File: src/rtl/chad_intc.sv
// Interrupt controller for the chad core: edge-latched pending bits, per-vector
// enables, fixed lowest-index-wins priority, and a 4-entry I/O register file.
module chad_intc #(
  parameter int WIDTH = 18
) (
  input  logic             clk,
  input  logic             resetq,
  input  logic             hold,
  input  logic [14:0]      src,
  input  logic             io_sel,
  input  logic [1:0]       io_addr,
  input  logic             io_wr,
  input  logic             io_rd,
  input  logic [WIDTH-1:0] io_din,
  output logic [WIDTH-1:0] io_dout,
  output logic             irq,
  output logic [3:0]       ivec,
  input  logic             iack
);

  localparam logic [1:0] A_ENABLE  = 2'd0;
  localparam logic [1:0] A_PENDING = 2'd1;
  localparam logic [1:0] A_TRIGGER = 2'd2;
  localparam logic [1:0] A_STATUS  = 2'd3;

  logic [15:1]      r_src_d;
  logic [15:1]      r_pend;
  logic [15:1]      r_en;
  logic             r_gie;
  logic [3:0]       r_last;
  logic             r_irq;
  logic [3:0]       r_ivec;
  logic [WIDTH-1:0] r_dout;

  logic [15:1]      w_src;
  logic [15:1]      w_rise;
  logic             w_wr;
  logic             w_rd;
  logic             w_ack;
  logic [15:1]      w_clr;
  logic [15:1]      w_trig;
  logic [15:1]      w_ackbit;
  logic [15:1]      w_pend_next;
  logic [15:1]      w_en_next;
  logic             w_gie_next;
  logic [3:0]       w_last_next;
  logic [15:1]      w_masked;
  logic             w_irq_next;
  logic [3:0]       w_winner;
  logic [3:0]       w_ivec_next;
  logic [15:0]      w_rdata;
  logic [WIDTH-1:0] w_dout_next;

  assign w_src  = src;
  assign w_rise = w_src & ~r_src_d;
  assign w_wr   = io_sel & io_wr;
  assign w_rd   = io_sel & io_rd;
  // Only an acknowledge the core actually advances on may retire a vector.
  assign w_ack  = iack & ~hold & r_irq;

  assign w_clr  = (w_wr && io_addr == A_PENDING) ? io_din[15:1] : 15'd0;
  assign w_trig = (w_wr && io_addr == A_TRIGGER) ? io_din[15:1] : 15'd0;

  // Set terms are OR'd last so an edge or trigger always beats a clear or ack.
  generate
    for (genvar gi = 1; gi <= 15; gi++) begin : g_pend
      assign w_ackbit[gi]    = w_ack && (r_ivec == 4'(gi));
      assign w_pend_next[gi] = (r_pend[gi] & ~w_clr[gi] & ~w_ackbit[gi])
                               | w_rise[gi] | w_trig[gi];
    end
  endgenerate

  assign w_en_next   = (w_wr && io_addr == A_ENABLE) ? io_din[15:1] : r_en;
  assign w_gie_next  = (w_wr && io_addr == A_ENABLE) ? io_din[0]
                                                      : (r_gie & ~w_ack);
  assign w_last_next = w_ack ? r_ivec : r_last;

  assign w_masked   = w_pend_next & w_en_next;
  assign w_irq_next = w_gie_next & (|w_masked);

  always_comb begin
    w_winner = 4'd0;
    for (int i = 15; i >= 1; i--) begin
      if (w_masked[i]) w_winner = 4'(i);
    end
  end

  assign w_ivec_next = w_irq_next ? w_winner : r_ivec;

  always_comb begin
    w_rdata = 16'h0000;
    case (io_addr)
      A_ENABLE:  w_rdata = {r_en, r_gie};
      A_PENDING: w_rdata = {r_pend, 1'b0};
      A_TRIGGER: w_rdata = 16'h0000;
      A_STATUS:  w_rdata = {11'd0, r_irq, r_last};
      default:   w_rdata = 16'h0000;
    endcase
  end

  assign w_dout_next = w_rd ? WIDTH'(w_rdata) : r_dout;

  generate
    if (WIDTH > 16) begin : g_upper
      logic w_unused_upper;
      assign w_unused_upper = ^io_din[WIDTH-1:16];
    end
  endgenerate

  always_ff @(posedge clk) begin
    if (!resetq) begin
      r_src_d <= '0;
      r_pend  <= '0;
      r_en    <= '0;
      r_gie   <= 1'b0;
      r_last  <= 4'd0;
      r_irq   <= 1'b0;
      r_ivec  <= 4'd0;
      r_dout  <= '0;
    end else begin
      r_src_d <= w_src;
      r_pend  <= w_pend_next;
      r_en    <= w_en_next;
      r_gie   <= w_gie_next;
      r_last  <= w_last_next;
      r_irq   <= w_irq_next;
      r_ivec  <= w_ivec_next;
      r_dout  <= w_dout_next;
    end
  end

  assign io_dout = r_dout;
  assign irq     = r_irq;
  assign ivec    = r_ivec;

endmodule

File: config.mk
export PLATFORM = sky130hd
export DESIGN_NAME = chad_intc
export DESIGN_NICKNAME = d
export VERILOG_FILES = /design/src/rtl/chad_intc.sv
export SDC_FILE = /design/constraint.sdc
export NUM_CORES = 1
export LEC_CHECK = 0
export ABC_AREA = 1
export BUFFER_PORTS_ARGS = -buffer_cell sky130_fd_sc_hd__buf_2
export CAP_MARGIN = 20
export CORE_ASPECT_RATIO = 1.75
export CORE_MARGIN = 2
export CORE_UTILIZATION = 45
export DETAILED_ROUTE_END_ITERATION = 7
export PLACE_DENSITY_LB_ADDON = 0.08
export SETUP_SLACK_MARGIN = 0.3
export SYNTH_ARGS = -nofsm -noshare
export SYNTH_HDL_FRONTEND = slang
export SYNTH_SLANG_ARGS = --single-unit
File: constraint.sdc
create_clock -name clk -period 1.95 [get_ports clk]
set_input_delay 0.195 -clock clk [delete_from_list [all_inputs] [get_ports clk]]
set_output_delay 0.195 -clock clk [all_outputs]
set_load 0.005 [all_outputs]
==> results.cfg, run 1 <==
[synth]
synth_cell_types = 40
number_of_flops_mapped_to_enable_cells_by_yosys = 0
ys.flop_type = dfxtp_1
async_reset_ff_share_pct = 0
ys_seq_area_share_pct = 41.11
synth_largest_type_area_fraction_pct = 41.11
synth_area_per_cell_um2 = 6.846
ff_latch_count_synth = 71
yosysTopAreaCell = dfxtp_1
synthesis.instances = 505
post_synth_main_area_contributors = dfxtp_1, inv_1, nand2_1
netlist_area_mm2 = 0.003457
synth_commonest_cells = inv_1, nand2_1, dfxtp_1, nor2_1, o21ai_0
yosys_warnings = 0
post-synth-top-count-cell = inv_1

[clocking]
number_of_clock_sinks = 71
cts.htree.levels = 3
num_cts_buffers = 9
cts_root_buffer = clkbuf_16
cts.hold.buffers_added = 0
cts_tree = yes
clock_insertion_delay_worst_skew_ns = 0.35
clkTransAtPathRegs_ns = 0.06
clock_path_buffers = 2

[sta]
final_setup_slack_of_the_worst_path_ns = -0.02703
finalSetupTns_ns = -0.04231
final-setup-viol-count = 3
final.period_utilization_pct = 101.4
final-max-slew-violation-count = 0
finalWorstPathRequiredPeriod_ns = 1.977
final_hold_violations = 0
skew_ns = 0.006272
fmax_mhz = 505.8
final.hold.worst_slack_ns = 0.03844
grt_setup_unrepaired = true

[die]
initial_util_pct = 46.00
rows = 42
fp.dieW_um = 70.26
floorplan.die_area_mm2 = 0.008427
core_region_area_mm2 = 0.007515
num_io_pins = 65
dieHeight_um = 120.0

[critical_path]
critical_path_endpoint = ivec[1]$_SDFFE_PN0P_
setup.worst_path.start = irq$_SDFF_PN0_
critPathRequiredTime_ns = 2.19
rr_worst_depth = 15
cp-start-kind = flip-flop
category_of_the_critical_setup_timing_path = flip-flop to flip-flop
r2r_slack_ns = -0.03
regToRegEndpoint = ivec[1]$_SDFFE_PN0P_
critical_path.reg2reg.startpoint = irq$_SDFF_PN0_
path_max_fanout = 5
setup.worst_path.end_class = flip-flop
cp_data_arrival_time_ns = 2.22

[power_and_ir_drop]
power.net_switching_mw = 0.9835
power.combinational.fraction_pct = 16.0
share_clk_of_total_power_pct = 41.7
pwr_density_cell_mw_per_mm2 = 783.3
p_sw_share_pct = 26.56
finalPower_mw = 3.703
peakVddDrop_mv = 0.5958
share_seq_of_total_power_pct = 42.2
p_leak_nw = 2.594
cell_internal_pwr_mw = 2.719

[detailed_routing]
route.antenna.remaining_nets = 0
vias = 3535
drc_errors = 0
avgViaCountPerCell = 4.903
route.final.wire_length_um = 10270
dr.first_iter.drc_count = 153
routed_wire_length_per_instance_um = 14.25
detail_route.first_pass.iterations = 4

[place]
dpl.hpwl_um = 7827
numPortBuffers = 60
placed_cell_area_mm2 = 0.004274
placement.setup.worst_slack_ns = -0.2102
place.gp.congestion = 0.8823

[status]
violations_in_the_final_reports = negative setup slack
outcome = complete, but fails checks

[grt]
grt_start_max_net_pins = 36
via_count_of_the_first_global_routing_pass = 3472
grt_first_pass_wirelength_um = 16730
antenna_found_initial = 0
groute.usage.overall_pct = 25.79
aggregate_global_routing_overflow = 0

[cells_and_area]
layout-area-overhead-vs-synth_pct = 36.74
diodes = 0
final_nets = 670
final_layout_size_suffix_gt1_share_pct = 31.91
fin_area_mm2 = 0.004727

[worst_hold_path]
holdCritPathClass = input port to flip-flop
worstHoldPathCells = 3

[run]
cap_viol_max_count = 0
[stage by stage]
stage	std cells	util (%)
global route	721	62.90
finish	721	62.90
global placement	698	56.88
floorplan	506	-
detailed placement	698	56.88
CTS	718	62.09
[kinds of logic (layout without fill, tap and decap cells)]
family / Yosys count / in the layout / share of synthesized area [%]
and+or+nand+nor: 190 / 190 / 23.92
other: 1 / 2 / 0.1085
buffers and inverters: 131 / 258 / 14.88
AOI/OAI and AO/OA: 112 / 112 / 19.98
DFF: 71 / 71 / 41.11
[power by group through the flow]
stage | sequential, mW | clock (mW) | combinational [mW]
after floorplan | 1.59 | 0 | 0.306
final | 1.56 | 1.55 | 0.594
after detailed placement | 1.59 | 0 | 0.545
after global routing | 1.57 | 1.61 | 0.663
after global placement | 1.59 | 0 | 0.540
after CTS | 1.56 | 1.56 | 0.574
[layout by cell type (no fill, tap or decap), drive strengths merged]
master,count
buf,126
inv,113
nand2,112
dfxtp,71
nor2,57
o21ai,49
a21oi,26
nand3,13
clkbuf,13
o22ai,11
o221ai,6
or2,5
clkinv,5
a31o,4
a21o,3
a31oi,3
a41oi,3
o211ai,3
nor3,2
conb,2
nand3b,1
o21a,1
o31ai,1
o21bai,1
a211oi,1
clkinvlp,1
[flip-flops by register name, summed over array words and instances (netlist names)]
name,cells
ivec,4
irq,1
r_pend,15
r_src_d,15
r_gie,1
r_en,15
r_last,4
io_dout,16
[worst min path at each step]
stage                  from                      to  slack, ns
CTS                  src[5]   r_src_d[6]$_SDFF_PN0_       0.04
global placement    src[11]  r_src_d[12]$_SDFF_PN0_       0.39
floorplan            src[9]  r_src_d[10]$_SDFF_PN0_       0.29
finish               src[5]   r_src_d[6]$_SDFF_PN0_       0.04
detailed placement   src[5]   r_src_d[6]$_SDFF_PN0_       0.39
global route         src[7]   r_src_d[8]$_SDFF_PN0_       0.05
[layout make-up]
class | instances | area [µm²]
clock inverters | 3 | 17.52
clock buffers | 13 | 260.3
well taps | 88 | 110.1
fillers | 724 | 2788
inverters | 116 | 437.9
multi-input cells | 304 | 1642
repair buffers | 126 | 832.0
flip-flops and latches | 71 | 1428
[layer usage]
layer | vias up | track usage (%) | part of all wire (%)
met4 | 0 | 11.90 | 2.8
met1 | 1633 | 28.14 | 40
li1 | 1813 | - | -
met2 | 70 | 47.70 | 55
met5 | - | 0 | 0
met3 | 19 | 3.862 | 2.8
[critical path, cell delays in order (launching register included)]
cell and delay, ns:
dfxtp_2 0.33, nand3b_1 0.09, buf_6 0.15, nor2_4 0.16
a21oi_2 0.08, o21ai_2 0.06, inv_1 0.04, or2_1 0.23
nand2_2 0.09, nand2_2 0.07, nor2_2 0.10, nand2_2 0.09
o21ai_2 0.19, nor2_2 0.08, nand3_2 0.07, o21ai_2 0.05
[repair_timing]
| action | CTS | global route |
|---|---|---|
| buffers inserted | 4 | 3 |
| endpoints found under the setup margin | 5 | 5 |
| hold endpoints to repair | 0 | 0 |
| pin swaps | 9 | 5 |
| resized for setup | 24 | 12 |
Note: power is estimated with default switching activity, not from simulation.
==> inputs of run 2 (changes only) <==
--- a/config.mk
+++ b/config.mk
@@ -13,6 +13,7 @@
 export CORE_UTILIZATION = 45
 export DETAILED_ROUTE_END_ITERATION = 7
 export PLACE_DENSITY_LB_ADDON = 0.08
+export RECOVER_POWER = 100
 export SETUP_SLACK_MARGIN = 0.3
 export SYNTH_ARGS = -nofsm -noshare
 export SYNTH_HDL_FRONTEND = slang
==> run 2 against run 1 <==
  * The flow still finishes with violations (negative setup slack)
  * First-iteration DRC count grew 5.2%
  * Critical path type unchanged
  * Sequential cell count is the same
  * Routed wire length is essentially flat
  * Largest power group unchanged
  * Sequential share of layout area grew 0.20 points
  * Hold slack lost 0.00093 ns
  * Critical endpoint unchanged
==> results.cfg, run 2 (synthesis results as in run 1) <==
[clocking]
number_of_clock_sinks = 71
num_cts_buffers = 9
clkTransAtPathRegs_ns = 0.06
clock_path_buffers = 2
cts_root_buffer = clkbuf_16
cts.hold.buffers_added = 0
clock_insertion_delay_worst_skew_ns = 0.35
cts_tree = yes
cts.htree.levels = 3

[die]
rows = 42
dieHeight_um = 120.0
num_io_pins = 65
core_region_area_mm2 = 0.007515
initial_util_pct = 46.00
floorplan.die_area_mm2 = 0.008427
fp.dieW_um = 70.26

[sta]
finalWorstPathRequiredPeriod_ns = 1.980
max_slew_margin_pct = 40.54
final.hold.worst_slack_ns = 0.03751
grt_setup_unrepaired = true
final_hold_violations = 0
final-max-slew-violation-count = 0
fmax_mhz = 505.1
final-setup-viol-count = 3
timing_worst_slew_pin_value_ns = 0.8918
skew_ns = 0.006143
final_setup_slack_of_the_worst_path_ns = -0.02986
final.period_utilization_pct = 101.5

[place]
place.gp.congestion = 0.8823
dp.cells = 698
dpl.hpwl_um = 7827
numPortBuffers = 60
placed_cell_area_mm2 = 0.004274

[detailed_routing]
route.final.wire_length_um = 10270
vias = 3544
avgViaCountPerCell = 4.915
route.antenna.remaining_nets = 0
drc_errors = 0
dr.first_iter.drc_count = 161
detail_route.first_pass.iterations = 5
routed_wire_length_per_instance_um = 14.25

[worst_hold_path]
holdCritPathClass = input port to flip-flop

[cells_and_area]
fillers = 733
leading_cell_type_in_the_layout_fill_and_taps_excluded = inv_1
final_nets = 670
multiInputGateArea_mm2 = 0.001642
layout-area-overhead-vs-synth_pct = 35.83
post_layout_nonfiller_instances = 721
largest_register_ffs = 16
mostFrequentLayoutCells = inv_1, nand2_1, dfxtp_1
fin_area_mm2 = 0.004696
storage_cell_area_mm2 = 0.001428
diodes = 0
final_layout_size_suffix_gt1_share_pct = 29.86

[power_and_ir_drop]
peakVddDrop_mv = 0.5943
p_leak_nw = 2.544
finalPower_mw = 3.699
pwr_density_cell_mw_per_mm2 = 787.7

[grt]
via_count_of_the_first_global_routing_pass = 3472
groute.usage.overall_pct = 25.79
grt_first_pass_wirelength_um = 16730
antenna_found_initial = 0
aggregate_global_routing_overflow = 0
grt_start_max_net_pins = 36

[run]
cap_viol_max_count = 0

[critical_path]
category_of_the_critical_setup_timing_path = flip-flop to flip-flop
path_max_fanout = 5
cp-start-kind = flip-flop
crit_slowest_cell = dfxtp_2
timing.critical_path.slowest_cell_delay_ns = 0.33
setup.worst_path.end_class = flip-flop
critPathRequiredTime_ns = 2.19
cp_data_arrival_time_ns = 2.22
path_cells = nand3b_1 -> buf_6 -> nor2_4 -> a21oi_2 -> o21ai_2 -> inv_1 -> or2_1 -> nand2_2 -> nand2_2 -> nor2_2 -> nand2_2 -> o21ai_2 -> nor2_2 -> nand3_2 -> o21ai_2

[status]
violations_in_the_final_reports = negative setup slack
outcome = complete, but fails checks
run 2: changes by cell type in the layout (fill, tap and decap cells not counted), sizes merged:
| cell | change |
|---|---|
| buf | -14 |
| clkbuf | +14 |
run 2: what timing repair did:
item / CTS / global route
gates resized for setup: 24 / 12
buffers inserted: 4 / 3
gates cloned: 0 / 0
pin swaps: 9 / 5
setup endpoints to repair: 5 / 5
run 2: path summary, 6_finish.rpt:
kind         slack [ns]                   start                      end  depth (start not counted)
max               -0.03          irq$_SDFF_PN0_     ivec[1]$_SDFFE_PN0P_                         15
min                0.04                  src[5]    r_src_d[6]$_SDFF_PN0_                          3
max reg2reg       -0.03          irq$_SDFF_PN0_     ivec[1]$_SDFFE_PN0P_                         15
min reg2reg        0.48  r_last[2]$_SDFFE_PN0P_  io_dout[2]$_SDFFE_PN0P_                          2
run 2: metrics by stage:
| step | worst slack (ns) | utilization (%) | TNS, ns |
|---|---|---|---|
| 6_report | -0.02986 | 62.49 | -0.05161 |
| 5_1_grt | -0.1914 | 62.49 | -0.7573 |
| 4_1_cts | -0.01006 | 62.09 | -0.01006 |
| 3_5_place_dp | -0.2102 | 56.88 | -0.8409 |
| 3_3_place_gp | -0.2106 | 56.88 | -0.8151 |
| 2_1_floorplan | 0.1003 | - | 0 |
run 2: area by class of cell:
type,instances,share of cell area [%]
Multi-Input combinational cell,304,34.96
Sequential cell,71,30.40
Timing Repair Buffer,126,17.05
Inverter,116,9.326
Clock buffer,13,5.542
Tap cell,88,2.345
Clock inverter,3,0.3730
run 2: critical path, delay by kind of cell, from the launching register on:
family          cells  cell delay, ns
simple gates        9            0.98
compound gates      4            0.38
buf+inv             2            0.19
flops               1            0.33
run 2: power breakdown:
part           internal, mW  switching, mW  total [mW]
registers              1.53         0.0347        1.56
logic                 0.259          0.330       0.589
clock network         0.926          0.621        1.55
total                  2.71          0.986        3.70
run 2: layer usage:
metal,global-route usage [%],vias to the layer above,wire (µm)
met4,11.90,0,254
met2,47.70,80,5619
met5,0,-,0
met1,28.14,1635,4090
li1,-,1812,-
met3,3.862,17,308
